===== config.mk =====
export PLATFORM = sky130hd
export DESIGN_NAME = loc_lane_dec
export DESIGN_NICKNAME = d
export VERILOG_FILES = /design/src/rtl/loc_sram_writer_pkg.sv /design/src/rtl/loc_sram_writer_lane_dec.sv
export SDC_FILE = /design/constraint.sdc
export NUM_CORES = 1
export LEC_CHECK = 0
export CORE_AREA = 3 3 105 107
export DETAILED_ROUTE_END_ITERATION = 7
export DIE_AREA = 0 0 108 110
export PLACE_DENSITY = 0.75
export SLEW_MARGIN = 25
export SYNTH_ARGS = -nofsm -noshare
export SYNTH_HDL_FRONTEND = slang
export SYNTH_SLANG_ARGS = --single-unit

===== constraint.sdc =====
create_clock -name vclk -period 3.05
set_input_delay 0.4575 -clock vclk [all_inputs]
set_output_delay 0.4575 -clock vclk [all_outputs]
set_load 0.01 [all_outputs]

===== src/rtl/loc_sram_writer_pkg.sv =====
// loc_wr_pkg: shared geometry, FSM state type and lane-to-mask helper for the
// location SRAM write-coalescing stage (loc_sram_writer).
//   D       lanes (vertices) per SRAM row
//   BW      bits per location value
//   ROW_AW  SRAM row address width
//   LANE_AW lane index width
package loc_wr_pkg;

  localparam int unsigned D       = 256;
  localparam int unsigned BW      = 5;
  localparam int unsigned ROW_AW  = 4;
  localparam int unsigned LANE_AW = 8;
  localparam int unsigned VID_W   = ROW_AW + LANE_AW;
  localparam int unsigned POS_W   = $clog2(D * BW);

  typedef enum logic [1:0] {
    EMPTY,
    ACCUM,
    FLUSH
  } wr_state_e;

  // Lane 0 sits in the MSB slice, so its mask bit is D-1.
  function automatic logic [LANE_AW-1:0] mask_idx(input logic [LANE_AW-1:0] lane);
    return LANE_AW'(D - 1) - lane;
  endfunction

endpackage


===== src/rtl/loc_sram_writer_lane_dec.sv =====
// loc_lane_dec: lane index to active-low one-hot keep mask and the bit
// position of the lane's BW-wide slice inside a row of data.
//   lane    lane index within the row
//   mask_n  D-bit mask, 0 only at the lane's bit (mask_idx(lane))
//   pos     low bit of the lane's slice in the D*BW data word
module loc_lane_dec
  import loc_wr_pkg::*;
(
  input  logic [LANE_AW-1:0] lane,
  output logic [D-1:0]       mask_n,
  output logic [POS_W-1:0]   pos
);

  always_comb begin
    mask_n                 = '1;
    mask_n[mask_idx(lane)] = 1'b0;
    pos                    = POS_W'(mask_idx(lane)) * POS_W'(BW);
  end

endmodule


==> reports/qor.csv <==
stage,metric,value,unit
yosys,Synth warnings,0,
sta,setup TNS,0,ps
placement,Post-DP HPWL,11.0,mm
sta,setup ws final,125,ps
drt,DRT antenna net count,0,
sta,Slew Limit Fails,0,
yosys,Synth area leader,nand2_1,
layout,Final #Nets,692,
yosys,Mapped Cells,373,
pwr,Total Power,0.344,mW
placement,pre-CTS setup slack,-598,ps
layout,P&R area growth vs syn,171,%
setup_path,CP max FO,3,
sta,period utilization,95.9,%
global_routing,vias in the first global route,3315,
yosys,syn_area_per_cell,5.04,sq um
layout,layout cells sized above 1,15.4,%
placement,I/O Buffers,275,
layout,Filler Cell Count,980,
drt,drt wl/cell,18.0,um
global_routing,GR peak layer,met2,
global_routing,Tot GR Track Use,21.7,%
yosys,Syn Nets,394,
pwr,Leakage,1.86,nW
layout,Finished Core Util,49.8,%
floorplan,CORE AREA,0.0102,sq mm
sta,fin crit period,2930,ps
pwr,Pwr per Cell Area,67.4,mW/mm^2
layout,clock buffers,0,
yosys,synthesized area,0.00188,sq mm
min_path,HP Class,in2out,
yosys,"Seq/Total Area, Yosys",0,%
floorplan,Die Span X,108,um
global_routing,first-pass GRT wire length,19.8,mm
floorplan,Initial Util,18.4,%
setup_path,Setup Crit Path Kind,in2out,
drt,DR vias,3616,
sta,Final Setup Violations,0,
cts,"Setup Fix Bufs, Post-CTS",0,
global_routing,largest net degree at the start of global routing,17,
layout,Seq. cell area,0,sq um
setup_path,startpoint types,input pin,
yosys,Yosys cell types,28,
yosys,"top cells by area, synth","nand2_1 52%, ha_1 8.0%, buf_2 5.1%",
drt,final wirelength,14.5,mm
setup_path,CP required,2590,ps
outcome,status,"finished, final reports clean",
drt,vias per std cell,4.49,
global_routing,met2 usage,40.9,%
min_path,hold path startpoint,lane[0],
sta,RSZ-0062 raised after global routing,no,
floorplan,Die Area,0.0119,sq mm
sta,f_max,342,MHz
layout,FF+latch count,0,
flow_run,maxcap violations,0,
sta,worst hold slack,1710,ps
setup_path,CP Capture Type,output pin,
placement,number of instances in the placed design,805,
floorplan,FP Rows,37,
yosys,Yosys top cell area share,52.3,%
global_routing,GR Util met1,26.3,%
drt,Initial DRC Count,372,
min_path,Hold Path Depth,4,
pwr,Worst VDD drop,0.000101,V
sta,worst slew pin tran,509,ps
global_routing,Overflow after GRT,0,
drt,drc violations,0,
layout,final instance area,0.00510,sq mm
cts,hold buffer count at CTS,0,
placement,GP Congestion,0.874,
sta,slew margin rel.,66.0,%
floorplan,Die Y,110,um
layout,fin cells,805,
floorplan,Ports,275,
setup_path,Crit path arrival time,2470,ps
sta,Final Hold Viols,0,
min_path,hold endpoint,pos[0],
global_routing,M3 GR Usage,3.15,%
global_routing,antenna violations before repair,0,
drt,drt first pass iters,5,
placement,Area after DPL,0.00504,sq mm
layout,antenna cell count,0,
[cell families (layout without fill, tap and decap cells)]
family                   Yosys count  after routing  synth area share, %
XOR/XNOR                           5              5                 2.33
buffers and inverters             41            337                 12.0
AO/OA/AOI/OAI                     10             10                 3.53
adder cells (fa/ha/maj)           13             13                 9.05
AND/OR/NAND/NOR                  304            304                 73.1
[worst max path at each step]
stage                 start       to  slack, ps  cells after the start
finish              lane[4]  pos[10]        120                      9
global route        lane[4]   pos[8]         50                      9
CTS                 lane[1]   pos[9]        -10                     10
detailed placement  lane[3]   pos[9]       -600                     10
global placement    lane[1]   pos[9]       -550                     10
floorplan           lane[7]   pos[8]        450                      7
[what timing repair did]
item,4_1_cts,5_1_grt
gates resized for setup,29,5
setup endpoints to repair,7,4
pin swaps,3,4
[layout by cell type (no fill, tap or decap), types with 4 or more instances in the layout]
| cell type | netlist | layout |
|---|---|---|
| ha_4 | 0 | 5 |
| nor2_4 | 6 | 6 |
| ha_1 | 12 | 6 |
| nand2_4 | 5 | 5 |
| nand2_1 | 262 | 262 |
| nor2_2 | 3 | 4 |
| clkdlybuf4s50_1 | 0 | 265 |
| inv_2 | 3 | 5 |
| nor2_1 | 10 | 9 |
| nor3_2 | 7 | 7 |
| buf_4 | 9 | 53 |
| nor3_4 | 5 | 5 |
[layer usage]
layer  routed length (um)  share of wire, %
met1                 5520                38
met2                 7350                51
met3                 1440                10
met4                  138              0.95
met5                    0                 0
[where the power goes]
part / internal, mW / leakage, nW / total (mW) / switching [mW]
clock: 0 / 0 / 0 / 0
sequential: 0 / 0 / 0 / 0
combinational: 0.146 / 1.86 / 0.344 / 0.197
total: 0.146 / 1.86 / 0.344 / 0.197
[cells in the mapped netlist, drive strengths merged]
library cell    n
a211oi          1
xor2            2
o21ai           1
nor2b           3
nor3           12
fa              1
inv             8
nand2         268
a311o           1
xnor2           3
a22o            1
a21oi           4
a21o            1
buf            30
nor4            2
clkbuf          3
o21bai          1
nor2           19
ha             12
[layout make-up]
class                           instances  area (sq um)  area share, %
Tap cell                              136           170           3.34
Timing Repair Buffer                  329          3150           61.8
Multi-Input combinational cell        332          1750           34.2
Inverter                                8          30.0          0.589
[critical path, stage by stage]
cell and delay (ps):
clkdlybuf4s50_1 500, inv_2 90, ha_4 240, ha_1 300, a21oi_2 130, nor2b_1 70, a311o_1 370, a22o_1 190
clkbuf_2 130
Note: power is estimated with default switching activity, not from simulation.
